## src/rtl/camera_orbit_ctrl.sv

```systemverilog
`timescale 1ns/1ps
// camera_orbit_ctrl
//   Orbit-camera state holder feeding the camera basis stage. Keeps phi, theta
//   and zoom magnitude, updates them from single-cycle button pulses and, at a
//   frame boundary with pending changes, produces Q2.14 sin/cos of phi/theta
//   from a registered quarter-wave ROM. Results appear together with mag_int
//   and a one-cycle valid pulse.
//   Optional feature: define AUTO_ORBIT_EN for automatic theta stepping every
//   AUTO_DIV cycles.
// Ports
//   clk_in, rst_in (sync, active high)
//   phi_inc_in/phi_dec_in, theta_inc_in/theta_dec_in, zoom_in_in/zoom_out_in
//   frame_start_in  start-of-frame pulse
//   cos/sin_phi_out, cos/sin_theta_out  Q2.14 results
//   mag_int_out     zoom magnitude 1..7
//   valid_out       one-cycle pulse, all outputs new
//   busy_out        FSM not idle
module camera_orbit_ctrl #(
  parameter logic [7:0] PHI_MIN    = 8'd8,
  parameter logic [7:0] PHI_MAX    = 8'd120,
  parameter logic [7:0] PHI_INIT   = 8'd64,
  parameter logic [7:0] THETA_INIT = 8'd0,
  parameter logic [2:0] MAG_INIT   = 3'd4,
  parameter int         AUTO_DIV   = 1_000_000
) (
  input  logic        clk_in,
  input  logic        rst_in,
  input  logic        phi_inc_in,
  input  logic        phi_dec_in,
  input  logic        theta_inc_in,
  input  logic        theta_dec_in,
  input  logic        zoom_in_in,
  input  logic        zoom_out_in,
  input  logic        frame_start_in,
  output logic [15:0] cos_phi_out,
  output logic [15:0] sin_phi_out,
  output logic [15:0] cos_theta_out,
  output logic [15:0] sin_theta_out,
  output logic [2:0]  mag_int_out,
  output logic        valid_out,
  output logic        busy_out
);

  typedef enum logic [2:0] {
    S_IDLE, S_SNAP, S_RD0, S_RD1, S_RD2, S_RD3, S_DRAIN, S_EMIT
  } state_e;

  state_e      state_q, state_d;
  logic [7:0]  phi_q, phi_d, theta_q, theta_d;
  logic [2:0]  mag_q, mag_d;
  logic        dirty_q, dirty_d;
  logic [7:0]  sh_phi_q, sh_theta_q;
  logic [2:0]  sh_mag_q;
  logic [14:0] rom_q;
  logic        neg_q;
  logic [15:0] hold_sp_q, hold_cp_q, hold_st_q, hold_ct_q;
  logic [7:0]  rd_ang;
  logic [6:0]  rom_idx;
  logic [15:0] rom_ext, rom_val;

  // Quarter-wave table L[k] = round(16384*sin(k*pi/128)), k = 0..64
  function automatic logic [14:0] sin_lut(input logic [6:0] k);
    case (k)
      7'd0:  sin_lut = 15'd0;     7'd1:  sin_lut = 15'd402;   7'd2:  sin_lut = 15'd804;   7'd3:  sin_lut = 15'd1205;
      7'd4:  sin_lut = 15'd1606;  7'd5:  sin_lut = 15'd2006;  7'd6:  sin_lut = 15'd2404;  7'd7:  sin_lut = 15'd2801;
      7'd8:  sin_lut = 15'd3196;  7'd9:  sin_lut = 15'd3590;  7'd10: sin_lut = 15'd3981;  7'd11: sin_lut = 15'd4370;
      7'd12: sin_lut = 15'd4756;  7'd13: sin_lut = 15'd5139;  7'd14: sin_lut = 15'd5520;  7'd15: sin_lut = 15'd5897;
      7'd16: sin_lut = 15'd6270;  7'd17: sin_lut = 15'd6639;  7'd18: sin_lut = 15'd7005;  7'd19: sin_lut = 15'd7366;
      7'd20: sin_lut = 15'd7723;  7'd21: sin_lut = 15'd8076;  7'd22: sin_lut = 15'd8423;  7'd23: sin_lut = 15'd8765;
      7'd24: sin_lut = 15'd9102;  7'd25: sin_lut = 15'd9434;  7'd26: sin_lut = 15'd9760;  7'd27: sin_lut = 15'd10080;
      7'd28: sin_lut = 15'd10394; 7'd29: sin_lut = 15'd10702; 7'd30: sin_lut = 15'd11003; 7'd31: sin_lut = 15'd11297;
      7'd32: sin_lut = 15'd11585; 7'd33: sin_lut = 15'd11866; 7'd34: sin_lut = 15'd12140; 7'd35: sin_lut = 15'd12406;
      7'd36: sin_lut = 15'd12665; 7'd37: sin_lut = 15'd12916; 7'd38: sin_lut = 15'd13160; 7'd39: sin_lut = 15'd13395;
      7'd40: sin_lut = 15'd13623; 7'd41: sin_lut = 15'd13842; 7'd42: sin_lut = 15'd14053; 7'd43: sin_lut = 15'd14256;
      7'd44: sin_lut = 15'd14449; 7'd45: sin_lut = 15'd14635; 7'd46: sin_lut = 15'd14811; 7'd47: sin_lut = 15'd14978;
      7'd48: sin_lut = 15'd15137; 7'd49: sin_lut = 15'd15286; 7'd50: sin_lut = 15'd15426; 7'd51: sin_lut = 15'd15557;
      7'd52: sin_lut = 15'd15679; 7'd53: sin_lut = 15'd15791; 7'd54: sin_lut = 15'd15893; 7'd55: sin_lut = 15'd15986;
      7'd56: sin_lut = 15'd16069; 7'd57: sin_lut = 15'd16143; 7'd58: sin_lut = 15'd16207; 7'd59: sin_lut = 15'd16261;
      7'd60: sin_lut = 15'd16305; 7'd61: sin_lut = 15'd16340; 7'd62: sin_lut = 15'd16364; 7'd63: sin_lut = 15'd16379;
      7'd64: sin_lut = 15'd16384;
      default: sin_lut = 15'd0;
    endcase
  endfunction

`ifdef AUTO_ORBIT_EN
  logic [31:0] auto_cnt_q;
  logic        auto_wrap;
  assign auto_wrap = (auto_cnt_q == 32'(AUTO_DIV - 1));
  always_ff @(posedge clk_in) begin
    if (rst_in || auto_wrap) auto_cnt_q <= '0;
    else                     auto_cnt_q <= auto_cnt_q + 32'd1;
  end
`endif

  // Camera state next-value logic; opposing pulses on one axis cancel.
  always_comb begin
    phi_d = phi_q;
    if (phi_inc_in && !phi_dec_in && phi_q < PHI_MAX)      phi_d = phi_q + 8'd1;
    else if (phi_dec_in && !phi_inc_in && phi_q > PHI_MIN) phi_d = phi_q - 8'd1;

    theta_d = theta_q;
    if (theta_inc_in && !theta_dec_in)      theta_d = theta_q + 8'd1;
    else if (theta_dec_in && !theta_inc_in) theta_d = theta_q - 8'd1;
`ifdef AUTO_ORBIT_EN
    // Any manual theta activity in the wrap cycle swallows the auto step.
    if (auto_wrap && !theta_inc_in && !theta_dec_in) theta_d = theta_q + 8'd1;
`endif

    mag_d = mag_q;
    if (zoom_out_in && !zoom_in_in && mag_q < 3'd7)      mag_d = mag_q + 3'd1;
    else if (zoom_in_in && !zoom_out_in && mag_q > 3'd1) mag_d = mag_q - 3'd1;

    // A change landing in the SNAP cycle is not in the snapshot, so it must stay pending.
    dirty_d = (state_q == S_SNAP) ? 1'b0 : dirty_q;
    if (phi_d != phi_q || theta_d != theta_q || mag_d != mag_q) dirty_d = 1'b1;
  end

  always_comb begin
    state_d = state_q;
    case (state_q)
      S_IDLE:  if (frame_start_in && dirty_q) state_d = S_SNAP;
      S_SNAP:  state_d = S_RD0;
      S_RD0:   state_d = S_RD1;
      S_RD1:   state_d = S_RD2;
      S_RD2:   state_d = S_RD3;
      S_RD3:   state_d = S_DRAIN;
      S_DRAIN: state_d = S_EMIT;
      S_EMIT:  state_d = S_IDLE;
      default: state_d = S_IDLE;
    endcase
  end

  // ROM address: cos is sin shifted by a quarter turn.
  always_comb begin
    case (state_q)
      S_RD0:   rd_ang = sh_phi_q;
      S_RD1:   rd_ang = sh_phi_q + 8'd64;
      S_RD2:   rd_ang = sh_theta_q;
      S_RD3:   rd_ang = sh_theta_q + 8'd64;
      default: rd_ang = 8'd0;
    endcase
    rom_idx = rd_ang[6] ? (7'd64 - {1'b0, rd_ang[5:0]}) : {1'b0, rd_ang[5:0]};
  end

  assign rom_ext  = {1'b0, rom_q};
  assign rom_val  = neg_q ? (16'd0 - rom_ext) : rom_ext;
  assign busy_out = (state_q != S_IDLE);

  always_ff @(posedge clk_in) begin
    if (rst_in) begin
      state_q       <= S_IDLE;
      phi_q         <= PHI_INIT;
      theta_q       <= THETA_INIT;
      mag_q         <= MAG_INIT;
      dirty_q       <= 1'b1;
      sh_phi_q      <= '0;
      sh_theta_q    <= '0;
      sh_mag_q      <= '0;
      rom_q         <= '0;
      neg_q         <= 1'b0;
      hold_sp_q     <= '0;
      hold_cp_q     <= '0;
      hold_st_q     <= '0;
      hold_ct_q     <= '0;
      sin_phi_out   <= '0;
      cos_phi_out   <= '0;
      sin_theta_out <= '0;
      cos_theta_out <= '0;
      mag_int_out   <= '0;
      valid_out     <= 1'b0;
    end else begin
      state_q   <= state_d;
      phi_q     <= phi_d;
      theta_q   <= theta_d;
      mag_q     <= mag_d;
      dirty_q   <= dirty_d;
      rom_q     <= sin_lut(rom_idx);
      neg_q     <= rd_ang[7];
      valid_out <= 1'b0;
      if (state_q == S_SNAP) begin
        sh_phi_q   <= phi_q;
        sh_theta_q <= theta_q;
        sh_mag_q   <= mag_q;
      end
      // Each ROM result arrives one state after its address was issued.
      if (state_q == S_RD1)   hold_sp_q <= rom_val;
      if (state_q == S_RD2)   hold_cp_q <= rom_val;
      if (state_q == S_RD3)   hold_st_q <= rom_val;
      if (state_q == S_DRAIN) hold_ct_q <= rom_val;
      if (state_q == S_EMIT) begin
        sin_phi_out   <= hold_sp_q;
        cos_phi_out   <= hold_cp_q;
        sin_theta_out <= hold_st_q;
        cos_theta_out <= hold_ct_q;
        mag_int_out   <= sh_mag_q;
        valid_out     <= 1'b1;
      end
    end
  end

endmodule

```

## config.mk

```make
export PLATFORM = sky130hd
export DESIGN_NAME = camera_orbit_ctrl
export DESIGN_NICKNAME = d
export VERILOG_FILES = /design/src/rtl/camera_orbit_ctrl.sv
export SDC_FILE = /design/constraint.sdc
export NUM_CORES = 1
export LEC_CHECK = 0
export ABC_AREA = 1
export BUFFER_PORTS_ARGS = -buffer_cell sky130_fd_sc_hd__buf_2
export CORE_ASPECT_RATIO = 1.4
export CORE_UTILIZATION = 60
export DETAILED_ROUTE_END_ITERATION = 8
export GPL_TIMING_DRIVEN = 0
export PLACE_DENSITY_LB_ADDON = 0.05
export SLEW_MARGIN = 20
export SYNTH_ARGS = -nofsm -noshare
export SYNTH_HDL_FRONTEND = slang
export SYNTH_SLANG_ARGS = --single-unit
```

## constraint.sdc

```tcl
create_clock -name clk_in -period 3.5 [get_ports clk_in]
set_clock_uncertainty 0.2 [all_clocks]
set_input_delay 0.7 -clock clk_in [delete_from_list [all_inputs] [get_ports clk_in]]
set_output_delay 0.7 -clock clk_in [all_outputs]
set_load 0.03 [all_outputs]
```

==> key figures <==
Clocking
  • CTS Buffer Depth: 2
  • Clock sink count: 190
  • CTS Root Cell: clkbuf_16
  • Hold-fix buffers, CTS: 0
  • Clk_lat worst skew: 0.44 ns
  • CTS tree: built
  • CTS buffer count: 17
  • Clock-pin slew on the worst setup and hold paths: 0.07 ns
  • H-tree depth: 4

Setup path
  • CP startpoint kind: register
  • Crit end category: register
  • Setup CP Type: register to register
  • Arrival time at the worst endpoint: 3.33 ns
  • Worst-path fanout max: 10
  • Critical path required time: 3.63 ns

Route
  • Via density: 5.56
  • Final ANT Viol Nets: 0
  • TritonRoute pass-1 iters: 8
  • Initial DRC Count: 593
  • Vias: 8,713
  • Total Wirelength: 25.1 mm
  • Number of remaining DRC errors: 0
  • Routed WL per cell: 16.0 um

Place
  • Port Buf Inserts: 76
  • Placed cell area: 9610 um2
  • Placer Congestion: 0.957
  • Dpl hpwl: 18.6 mm

Hold path
  • Hold WC Path Type: register to register

Global routing
  • Largest net degree at the start of global routing: 21
  • Vias in the first global route: 8,256
  • GRT Util Overall: 0.329
  • Total gr overflow: 0
  • First-pass GRT wire length: 40.0 mm
  • Initial antenna violation count: 0

Logic synthesis
  • Synthesized Nets: 1,300
  • Mapped Area: 9000 um2
  • Async SR Flop Fraction: 0
  • Post-Syn Instances: 1,270
  • Number of unique standard cell types used by synthesis: 44
  • Synthesis Warnings: 0
  • Top cell type's share of synthesized area: 0.423
  • Register area share after synthesis: 0.423
  • Number of synthesized flops with an enable pin: 0
  • Top_reg_cell synth: dfxtp_1
  • Ranking of synthesized cells by area: dfxtp_1, o21ai_0, nand2_1
  • Post-synth top area cell: dfxtp_1
  • Synthesized flop and latch total: 190
  • Avg Synthesized Cell Area: 7.08 um2

Cells and area
  • Area grow syn2layout: 13.7%
  • FF/Latch Area: 3800 um2
  • Most common cell after layout, fill and taps aside: nand2_1
  • Nets: 1,396
  • Fillers: 1,303
  • Share of post-route cells with drive strength above 1: 0.122
  • Commonest cells after routing, fill and taps aside: nand2_1, dfxtp_1, inv_1
  • Number of diodes: 0
  • Multi-input gate area: 4170 um2
  • Final instance area: 10,200 um2

Timing
  • Fin crit period: 3.20 ns
  • Relative slew slack: 0.341
  • Setup-failing EPs final: 0
  • Crit share post-route: 0.915
  • Worst-margin pin slew: 0.980 ns
  • Fmax: 312 MHz
  • Fin. Hold Viols: 0
  • RSZ-0062 raised after global routing: no
  • Setup TNS: 0 ns
  • Hold slack: 0.249 ns
  • Slew Limit Fails: 0

Floorplan
  • FP Rows: 52
  • Die area: 15,500 um2
  • Die X-Extent: 105 um
  • Die height: 147 um
  • Initial Utilization: 0.617
  • # IOs: 78
  • Core ar.: 14,600 um2

Power and ir drop
  • PD cells: 509 nW/um2
  • Maximum vdd drop: 308 uV
  • Leakage: 4.95 nW
  • Final Power: 0.00520 W

Run status
  • Status: finished, final reports clean

Job
  • Max_cap viols: 0
==> synthesized netlist by cell type, drive strengths merged, types with 2 or more instances <==
cell,count
a21oi,109
a31oi,3
buf,24
clkbuf,43
dfxtp,190
ha,21
inv,186
nand2,233
nand3,146
nand3b,4
nand4,12
nor2,70
nor3,8
o21ai,190
o22ai,2
xnor2,4
xor2,11
==> metrics by stage <==
step,utilization,std cells,setup slack [ns]
2_1_floorplan,-,1270,0.867
3_3_place_gp,0.660,1535,0.112
3_5_place_dp,0.660,1535,0.208
4_1_cts,0.701,1567,0.179
5_1_grt,0.702,1568,0.0490
6_report,0.702,1568,0.297
==> kinds of logic (layout without fill, tap and decap cells) <==
group                    Yosys count  count (layout)  share of synthesized area
multiplexers                       1               1                    0.00111
AND/OR/NAND/NOR                  476             476                      0.240
AO/OA/AOI/OAI                    313             313                      0.178
XOR/XNOR                          15              15                     0.0146
adder cells (fa/ha/maj)           21              21                     0.0292
flip-flops                       190             190                      0.423
buffers and inverters            254             363                      0.114
==> metal layers <==
layer  track usage  vias up  share of wire
met5             0        -              0
met4         0.181        0          0.044
met3        0.0515       77          0.051
met2         0.586      312           0.50
met1         0.372     4005           0.40
li1              -     4319              -
==> sequential cells by signal, indices dropped and copies added, names as in the netlist, 15 cells and up <==
register	flops
rom_q	15
hold_sp_q	16
sin_theta_out	16
hold_cp_q	16
hold_st_q	16
sin_phi_out	16
cos_theta_out	16
hold_ct_q	16
cos_phi_out	16
==> power by group <==
part / internal (W) / switching (W) / leakage [nW] / total (W)
Combinational: 0.000260 / 0.000628 / 3.12 / 0.000889
Clock: 0.00103 / 0.000948 / 0.296 / 0.00198
Sequential: 0.00226 / 0.0000693 / 1.54 / 0.00233
Total: 0.00356 / 0.00165 / 4.95 / 0.00520
==> path summary, 6_finish.rpt <==
| check | slack [ns] | cells after the start | from | to |
|---|---|---|---|---|
| min | 0.25 | 2 | hold_cp_q[1] | hold_cp_q[1] |
| max | 0.30 | 14 | state_q[2] | rom_q[9] |
| max reg2reg | 0.30 | 14 | state_q[2] | rom_q[9] |
| min reg2reg | 0.25 | 2 | hold_cp_q[1] | hold_cp_q[1] |
==> worst max-delay path, stage by stage, from the launching register on <==
cell and delay, ns:
dfxtp_1 0.52, buf_2 0.28, nand4_1 0.12, nand2_1 0.12, nor2_2 0.07, ha_1 0.29
nand2_1 0.10, nand2_2 0.15, ha_1 0.35, inv_1 0.20, nand2_2 0.11, nand3_1 0.11
nand2_1 0.07, a21oi_1 0.31, nor2_1 0.08
==> what timing repair did <==
action                                  CTS  global route
gates resized for setup                   0             1
hold endpoints to repair                  0             0
setup buffers                             0             1
endpoints found under the setup margin    0             7
==> final cells by class <==
type                    count  area share
flip-flops and latches    190       0.372
clock inverters            15      0.0180
plain buffers              67      0.0311
clock buffers              17      0.0416
repair buffers             77      0.0379
multi-input cells         826       0.408
well taps                 189      0.0231
inverters                 187      0.0688
Power figures use the tool's default switching activity.
